### src/rtl/cra_pkg.sv
// Shared definitions for the CRAM microcode sequencer: next-address mode
// encoding and the default CRAM address width.
package cra_pkg;

  localparam int ADR_W_DEF = 11;

  typedef enum logic [2:0] {
    DISP_J    = 3'd0,
    DISP_OR   = 3'd1,
    DISP_SKIP = 3'd2,
    DISP_RET  = 3'd3,
    DISP_DRAM = 3'd4,
    DISP_DIAG = 3'd5
  } disp_e;

endpackage

### src/rtl/cra_rstack.sv
// Circular return-address LIFO with push, pop, replace-top, clear, depth and
// sticky overflow/underflow flags. Optional entry parity: CRA_STACK_PARITY_EN.
module cra_rstack
  import cra_pkg::*;
#(
  parameter int ADR_W       = ADR_W_DEF,
  parameter int STACK_DEPTH = 16
) (
  input  logic                           clk,
  input  logic                           resetN,
  input  logic                           push_i,
  input  logic                           pop_i,
  input  logic                           clear_i,
  input  logic                           clr_err_i,
  input  logic [ADR_W-1:0]               push_val_i,
  output logic [ADR_W-1:0]               top_o,
  output logic [$clog2(STACK_DEPTH):0]   depth_o,
  output logic                           ovf_o,
`ifdef CRA_STACK_PARITY_EN
  output logic                           par_err_o,
`endif
  output logic                           unf_o
);

  localparam int PW = $clog2(STACK_DEPTH);
  localparam int DW = PW + 1;
`ifdef CRA_STACK_PARITY_EN
  localparam int EW = ADR_W + 1;
`else
  localparam int EW = ADR_W;
`endif

  logic [EW-1:0] mem_q [STACK_DEPTH];
  logic [PW-1:0] ptr_q, ptr_d, top_idx, wr_idx;
  logic [DW-1:0] depth_q, depth_d;
  logic          ovf_q, ovf_d, unf_q, unf_d;
  logic          set_ovf, set_unf, wr_en, empty, full;
  logic [EW-1:0] wr_data;

  assign top_idx = ptr_q - 1'b1;
  assign empty   = (depth_q == '0);
  assign full    = (depth_q == DW'(STACK_DEPTH));
  assign top_o   = empty ? '0 : mem_q[top_idx][ADR_W-1:0];
  assign depth_o = depth_q;
  assign ovf_o   = ovf_q;
  assign unf_o   = unf_q;

`ifdef CRA_STACK_PARITY_EN
  logic perr_q, perr_d, set_perr;
  // Odd parity: a healthy entry always has an odd number of ones.
  assign wr_data   = {~^push_val_i, push_val_i};
  assign set_perr  = pop_i & ~clear_i & ~empty & ~(^mem_q[top_idx]);
  assign perr_d    = (perr_q & ~clr_err_i) | set_perr;
  assign par_err_o = perr_q;
`else
  assign wr_data = push_val_i;
`endif

  always_comb begin
    ptr_d   = ptr_q;
    depth_d = depth_q;
    set_ovf = 1'b0;
    set_unf = 1'b0;
    wr_en   = 1'b0;
    wr_idx  = ptr_q;
    if (clear_i) begin
      depth_d = '0;
    end else if (push_i && pop_i) begin
      wr_en  = 1'b1;
      wr_idx = top_idx;
    end else if (pop_i) begin
      if (empty) begin
        set_unf = 1'b1;
      end else begin
        ptr_d   = top_idx;
        depth_d = depth_q - 1'b1;
      end
    end else if (push_i) begin
      // When full the write slot is the oldest entry, so it is overwritten.
      wr_en = 1'b1;
      ptr_d = ptr_q + 1'b1;
      if (full) set_ovf = 1'b1;
      else      depth_d = depth_q + 1'b1;
    end
    ovf_d = (ovf_q & ~clr_err_i) | set_ovf;
    unf_d = (unf_q & ~clr_err_i) | set_unf;
  end

  always_ff @(posedge clk or negedge resetN) begin
    if (!resetN) begin
      ptr_q   <= '0;
      depth_q <= '0;
      ovf_q   <= 1'b0;
      unf_q   <= 1'b0;
`ifdef CRA_STACK_PARITY_EN
      perr_q  <= 1'b0;
`endif
    end else begin
      ptr_q   <= ptr_d;
      depth_q <= depth_d;
      ovf_q   <= ovf_d;
      unf_q   <= unf_d;
`ifdef CRA_STACK_PARITY_EN
      perr_q  <= perr_d;
`endif
    end
  end

  always_ff @(posedge clk) begin
    if (wr_en) mem_q[wr_idx] <= wr_data;
  end

endmodule

### src/rtl/cra_useq.sv
// CRAM microcode sequencer: next-address mux, cradr register and CALL/RETURN
// control around cra_rstack. Optional stack parity: CRA_STACK_PARITY_EN.
module cra_useq
  import cra_pkg::*;
#(
  parameter int ADR_W       = ADR_W_DEF,
  parameter int STACK_DEPTH = 16,
  parameter int DISP_W      = 4
) (
  input  logic                         clk,
  input  logic                         resetN,
  input  logic                         stall,
  input  logic                         force1777,
  input  logic [ADR_W-1:0]             j,
  input  logic [2:0]                   dispSel,
  input  logic [DISP_W-1:0]            dispIn,
  input  logic                         skipIn,
  input  logic                         call,
  input  logic [ADR_W-1:0]             dramJ,
  input  logic [ADR_W-1:0]             diagAdr,
  input  logic                         clrErr,
  output logic [ADR_W-1:0]             cradr,
  output logic [$clog2(STACK_DEPTH):0] stackDepth,
  output logic                         stackOverflow,
  output logic                         stackUnderflow,
`ifdef CRA_STACK_PARITY_EN
  output logic                         stackParityErr,
`endif
  output logic                         dispParity
);

  logic [ADR_W-1:0] cradr_q, cradr_d, top_val, ret_adr;
  logic             advance, is_ret, push, pop, clr_err;

  // force1777 overrides stall; with either active the stack sees no push/pop.
  assign advance = ~stall & ~force1777;
  assign is_ret  = (disp_e'(dispSel) == DISP_RET);
  assign push    = advance & call;
  assign pop     = advance & is_ret;
  assign clr_err = advance & clrErr;
  assign ret_adr = cradr_q + 1'b1;

  assign cradr      = cradr_q;
  assign dispParity = ^{call, dispSel};

  cra_rstack #(
    .ADR_W       (ADR_W),
    .STACK_DEPTH (STACK_DEPTH)
  ) u_rstack (
    .clk        (clk),
    .resetN     (resetN),
    .push_i     (push),
    .pop_i      (pop),
    .clear_i    (force1777),
    .clr_err_i  (clr_err),
    .push_val_i (ret_adr),
    .top_o      (top_val),
    .depth_o    (stackDepth),
    .ovf_o      (stackOverflow),
`ifdef CRA_STACK_PARITY_EN
    .par_err_o  (stackParityErr),
`endif
    .unf_o      (stackUnderflow)
  );

  always_comb begin
    cradr_d = cradr_q;
    if (force1777) begin
      cradr_d = '1;
    end else if (!stall) begin
      unique case (disp_e'(dispSel))
        DISP_OR:   cradr_d = j | ADR_W'(dispIn);
        DISP_SKIP: cradr_d = j | ADR_W'(skipIn);
        DISP_RET:  cradr_d = j | top_val;
        DISP_DRAM: cradr_d = dramJ;
        DISP_DIAG: cradr_d = diagAdr;
        default:   cradr_d = j;
      endcase
    end
  end

  always_ff @(posedge clk or negedge resetN) begin
    if (!resetN) cradr_q <= '0;
    else         cradr_q <= cradr_d;
  end

endmodule

### config.mk
export PLATFORM = sky130hd
export DESIGN_NAME = cra_useq
export DESIGN_NICKNAME = d
export VERILOG_FILES = /design/src/rtl/cra_pkg.sv /design/src/rtl/cra_rstack.sv /design/src/rtl/cra_useq.sv
export SDC_FILE = /design/constraint.sdc
export NUM_CORES = 1
export LEC_CHECK = 0
export BUFFER_PORTS_ARGS = -buffer_cell sky130_fd_sc_hd__buf_2
export CAP_MARGIN = 10
export CORE_AREA = 3 3 137 139
export CTS_CLUSTER_DIAMETER = 200
export DETAILED_ROUTE_END_ITERATION = 8
export DIE_AREA = 0 0 140 142
export PLACE_DENSITY_LB_ADDON = 0.15
export SLEW_MARGIN = 0
export SYNTH_ARGS = -nofsm -noshare
export SYNTH_HDL_FRONTEND = slang
export SYNTH_SLANG_ARGS = --single-unit
### constraint.sdc
create_clock -name clk -period 4.9 [get_ports clk]
set_clock_uncertainty 0.05 [all_clocks]
set_input_delay 0.245 -clock clk [delete_from_list [all_inputs] [get_ports clk]]
set_output_delay 0.245 -clock clk [all_outputs]
set_load 0.01 [all_outputs]
[Word level (Yosys, flattened, before mapping)]
Memories as Yosys holds them, arrays and structs flattened.
Index checks and enable logic that the tools add are counted.
Storage, ports and cells
  register bits: 22
  bits in writable memories: 176
  output and inout port bits: 19
  memories kept: 1
Operators by class
  $add $sub $neg: 5
  equal/unequal tests: 11
  multiplexer cells: 30
  bitwise operators: 15
  reduce and logical (&&, ||, !) cells: 7
Memory list
  u_rstack.mem_q: depth 16, bits a word 11, rd ports 1, clocked after memory_dff 0, wr ports 1, line cra_rstack.sv:33  | logic [EW-1:0] mem_q [STACK_DEPTH];
Operators by type and width (number)
  11-bit one-hot mux with 5 select lines: 1
  11-bit 2-to-1 mux: 3
  5-bit 2-to-1 mux: 6
  4-bit 2-to-1 mux: 5
  1-bit 2-to-1 mux: 15
  11-bit by 1-bit adder with 11-bit output, second input constant: 1
  11-bit by 1-bit OR with 11-bit output: 1
  11-bit OR: 1
  11-bit by 4-bit OR with 11-bit output: 1
  4-bit AND reduction: 2
  1-bit AND: 6
  3-bit by 2-bit equality test with 1-bit output, second input constant: 2
  3-bit equality test, second input constant: 2
  5-bit by 1-bit adder with 5-bit output, second input constant: 1
  5-bit equality test, second input constant: 1
  5-bit logical NOT: 1
  5-bit by 1-bit subtractor with 5-bit output, second input constant: 1
  4-bit by 1-bit adder with 4-bit output, second input constant: 1
  2-bit != test, second input constant: 2
  1-bit inverter: 4
  4-bit XOR reduction: 1
  4-bit by 1-bit subtractor with 4-bit output, second input constant: 1
  3-bit by 1-bit equality test with 1-bit output, second input constant: 1
  3-bit by 2-bit != test with 1-bit output, second input constant: 1
  6 further kinds: 7

[Logic depth before layout (Yosys ltp)]
  word-level depth: 9
  gate-level depth with buffers: 11
  mapped depth without buffers: 10

[Cells and area by module]
A second synthesis with hierarchy kept.
Unflattened totals
  cell total of the unflattened synthesis: 534
  area, all modules: 8745.9 um^2
Modules (own cells, without submodules)
  cra_rstack: instances 1, cells an instance 397, area each 7707.4 um^2, sequential area each 5560.3 um^2
  cra_useq: instances 1, cells an instance 137, area each 1038.5 um^2, sequential area each 275.3 um^2

[Worst setup path before layout]
OpenSTA, ideal clock, no wires.
  kind: register to register
  start point: register u_rstack.ptr_q[0]
  end point: memory u_rstack.mem_q[1][0] in the netlist's numbering (enable)
  setup time: 0.378 ns
  data arrival time: 2.540 ns
  data required time: 4.472 ns
  setup slack: 1.932 ns
  cell stages (with the launch flop): 12
  buffers on the path: 5
  period minus slack after synthesis: 2.968 ns
  cell sequence: dfrtp_1 buf_2 buf_2 inv_2 ha_1 buf_2 buf_4 buf_2 nand2_1 o22ai_1 nand2_1 nor2_1
On the way
  word-level cells in the longest chain between the ends: 3
RTL lines
  start: declaration: line cra_rstack.sv:34  | logic [PW-1:0] ptr_q, ptr_d, top_idx, wr_idx;
  start signal: assignment: line cra_rstack.sv:99  | ptr_q <= ptr_d;
  4-bit by 1-bit subtractor with 4-bit output: line cra_rstack.sv:40  | assign top_idx = ptr_q - 1'b1;
  4-bit 2-to-1 mux: line cra_rstack.sv:68  | end else if (push_i && pop_i) begin
  4-bit 2-to-1 mux *: line cra_rstack.sv:66  | if (clear_i) begin
  end: declaration: line cra_rstack.sv:33
Mark *: on every way between the ends. The rest lies on a longest branch, timed or not.

[Worst setup path after layout]
  start point: register u_rstack.ptr_q[1]
  end point: memory u_rstack.mem_q[10][2] in the netlist's numbering (enable)
The elaborated chain is that of the path after synthesis.

==> impl_results.md <==
* CP startpoint: u_rstack.ptr_q[1]$_DFFE_PN0P_
* Final WS setup at about 1.5 ns
* # IOs at 66
* RSZ-0062 raised after global routing: false
* Fin crit share at 0.691
* Clock H-tree levels at 4
* Area post-placement at between 0.009 and 0.01 mm^2
* Syn_area_per_cell at 16.7 um^2
* Static Leak at 0.00348 uW
* Via count at around 5300
* Post-synthesis async set-or-reset flop share at 0.111
* Pin slew with the least headroom to its limit at roughly 1.2 ns
* GRT overflow at 0
* Post-synthesis sequential area ratio at 0.663
* Chip Width at 140 um
* Buf/Inv on CP at 1
* GRT Util Overall at 0.233
* Worst slew margin at 0.208
* Status: finished, final reports clean
* Clk pwr share at 0.251
* CP endpoint kind: flip-flop
* Root buf cell: clkbuf_16
* PortBufs at 65
* Vias in the first global route at approximately 5400
* Hold WC Path Type: in -> reg
* Layout cells sized above 1 at 0.293
* Die height at about 140 um
* Reg-to-Reg Start: u_rstack.ptr_q[1]$_DFFE_PN0P_
* Yosys reg bits at just under 200
* Finished Cell Area at just over 0.01 mm^2
* Pre-CTS WS at between 1.5 and 2 ns
* IR drop worst, VDD at 0.328 mV
* Distinct cell type count after synthesis at a little under 60
* Slew Limit Fails at 0
* Num CTS Buffers at 17
* Area Growth Syn to Fin at 14.3%
* Critical path required time at between 4 and 5 ns
* Net count after synthesis at between 500 and 600
* Placed cells at 815
* Switching Share at 0.324
* Die area at ~0.02 mm^2
* TNS Setup at 0 ns
* Minimum clock period at roughly 3.4 ns
* Largest net degree at the start of global routing at 54
* Longest Clk Path Bufs at 2
* Setup CP Type: reg -> reg
* Last weighted congestion value of the routability-driven placer at ~0.9
* Hold Fails Final Rpt at 0
* Initial core utilization at 0.495
* Pwr/cell area at 527 mW/mm^2
* Drt first-iter violations at 584
* Antenna violations before repair at 0
* WL final at around 22000 um
* Critical path cell sequence: inv_1, ha_1, or3_1, o31ai_1, nand2_1, nor2_1
* Wire per inst at 26.1 um
* DP Wirelength at between 10000 and 15000 um
* Largest area contributor in the netlist: edfxtp_1
* Data arrival time of the critical path at between 3 and 4 ns
* 1st-pass router iterations at 6
* Area contributors post-synth: edfxtp_1 (60%), mux4_2 (10%), dfrtp_1 (6.3%)
* CTS resizes at 0
* Synth Flop Type: edfxtp_1
* Yosys warns at 0
* Clock Latency Late Sink at 0.42 ns
* Residual DRC at 0
* Diodes inserted at 0
* Via density at slightly above 6
* Final Non-Filler Cells at around 850
* Combinational Power Share at 0.351
* CP max stage delay at 0.84 ns
* Worst-path fanout max at 18
* Int Power at about 3600 uW
* Synth top area share at 0.600
* CP delay by family, top: simple AND/OR/NAND/NOR gates
* Synth Instances at approximately 530
* Number of synthesized flops with an enable pin at between 150 and 200
* Net Switching at 1720 uW
* Max cap viols at 0
* Critical Path Slowest Stage Cell: nor2_1
* Core area at about 0.018 mm^2
* Antenna Nets Post-Route at 0
* Min-delay src: clrErr
* Nets at 670
* TritonCTS clock tree: done
* First-pass GRT wire length at around 34000 um
* Synth Cell Area at about 0.0088 mm^2
* CP startpoint kind: flip-flop
* Row cnt at between 40 and 50
* Final setup viols at 0
* CTS clock-pin slew for the worst setup and hold paths at roughly 0.070 ns
* TritonCTS Sinks at ~200
* Sequential Power Share at 0.398
* Peak Freq at about 0.3 GHz
## final timing paths
kind	endpoint	slack, ns	depth (start not counted)
setup / recovery	u_rstack.mem_q[10][2]$_DFFE_PP_	1.51	6
hold / removal	u_rstack.unf_o$_DFF_PN0_	0.07	4
setup reg to reg	u_rstack.mem_q[10][2]$_DFFE_PP_	1.51	6
hold reg to reg	u_rstack.unf_o$_DFF_PN0_	0.44	2
max in group asynchronous	u_rstack.ptr_q[0]$_DFFE_PN0P_	4.01	2
min in group asynchronous	u_rstack.depth_o[1]$_DFFE_PN0P_	0.32	2
## sequential cells by signal, summed over array words and instances, names as in the netlist
signal            flops
u_rstack.ptr_q        4
u_rstack.ovf_o        1
u_rstack.depth_o      5
u_rstack.mem_q      176
u_rstack.unf_o        1
cradr                11
## per-layer routing
| layer | track usage | wire length, um | share of wire | vias up |
|---|---|---|---|---|
| li1 | - | - | - | 2297 |
| met1 | 0.344 | 9630 | 0.43 | 2721 |
| met2 | 0.354 | 10600 | 0.48 | 271 |
| met3 | 0.0467 | 1590 | 0.071 | 31 |
| met4 | 0.0765 | 445 | 0.020 | 0 |
| met5 | 0 | 0 | 0 | - |
## cell families (layout without fill, tap and decap cells)
kind of cell    after synthesis  after routing  share of synthesized area
fa+ha+maj                    11             11                     0.0165
compound gates               91             91                     0.0787
simple gates                 95             95                     0.0531
flops                       198            198                      0.663
buf+inv                      42            140                     0.0239
mux                          73             73                      0.147
xor+xnor                     17             17                     0.0178
## power groups by stage
| stage | clock network (uW) | registers [uW] | logic (uW) |
|---|---|---|---|
| after floorplan | 0 | 2110 | 1400 |
| after global placement | 0 | 2140 | 1820 |
| after detailed placement | 0 | 2150 | 1840 |
| after CTS | 1360 | 2110 | 1840 |
| after global routing | 1430 | 2120 | 2000 |
| final | 1330 | 2110 | 1860 |
## cell usage in the layout, fill, tap and decap left out, types with 4 or more instances in the layout
cell / n
edfxtp_1: 176
buf_2: 65
mux4_2: 41
nor2_1: 29
buf_4: 29
mux2i_1: 24
dfrtp_1: 21
clkbuf_16: 17
nand2_1: 16
o21ai_0: 15
a21oi_1: 13
inv_1: 11
nand3_1: 11
xnor2_1: 11
ha_1: 10
nor3_1: 9
a22oi_1: 8
o221a_2: 7
and3_1: 6
a31oi_1: 6
xor2_1: 5
or3_1: 5
o221ai_1: 5
nor2b_1: 4
a211oi_1: 4
nor4_1: 4
o22ai_1: 4
o221ai_2: 4
clkinv_4: 4
## tightest hold or removal path: cells and delay by family
family / cells / cell delay [ns]
buffers and inverters: 1 / 0.08
and+or+nand+nor: 2 / 0.12
AOI/OAI and AO/OA: 1 / 0.06
## synthesized netlist by cell type, drive strengths merged (2+ instances only)
cell / count
edfxtp: 176
mux4: 44
nor2: 29
mux2i: 24
dfrtp: 22
buf: 19
o21ai: 17
nand2: 16
a21oi: 14
inv: 12
nand3: 11
xnor2: 11
clkbuf: 10
ha: 10
nor3: 9
o221ai: 9
a22oi: 8
o221a: 8
a31oi: 6
and3: 6
xor2: 6
mux2: 5
or3: 5
a211oi: 4
nor2b: 4
nor4: 4
o22ai: 4
or2: 4
a21o: 3
a22o: 3
nand2b: 3
o31a: 3
a221o: 2
a221oi: 2
nand4: 2
o211ai: 2
o21a: 2
## cell type report
class	instances	area [um^2]
fillers	1437	7710
flip-flops and latches	198	5840
multi-input cells	287	2770
repair buffers	95	553
clock buffers	20	437
well taps	229	287
clock inverters	12	129
inverters	13	48.8
## stage by stage
step / total power (uW) / hold WS [ns] / utilization
final: 5300 / 0.0735 / 0.566
after global routing: 5560 / 0.0714 / 0.566
after CTS: 5310 / 0.0623 / 0.564
after detailed placement: 3980 / 0.223 / 0.531
after global placement: 3970 / 0.223 / 0.531
after floorplan: 3500 / -0.101 / -
## what timing repair did
action	4_1_cts	5_1_grt
hold buffers	1	0
buffers inserted	0	0
endpoints found under the hold margin	22	0
Note: power is estimated with default switching activity, not from simulation.
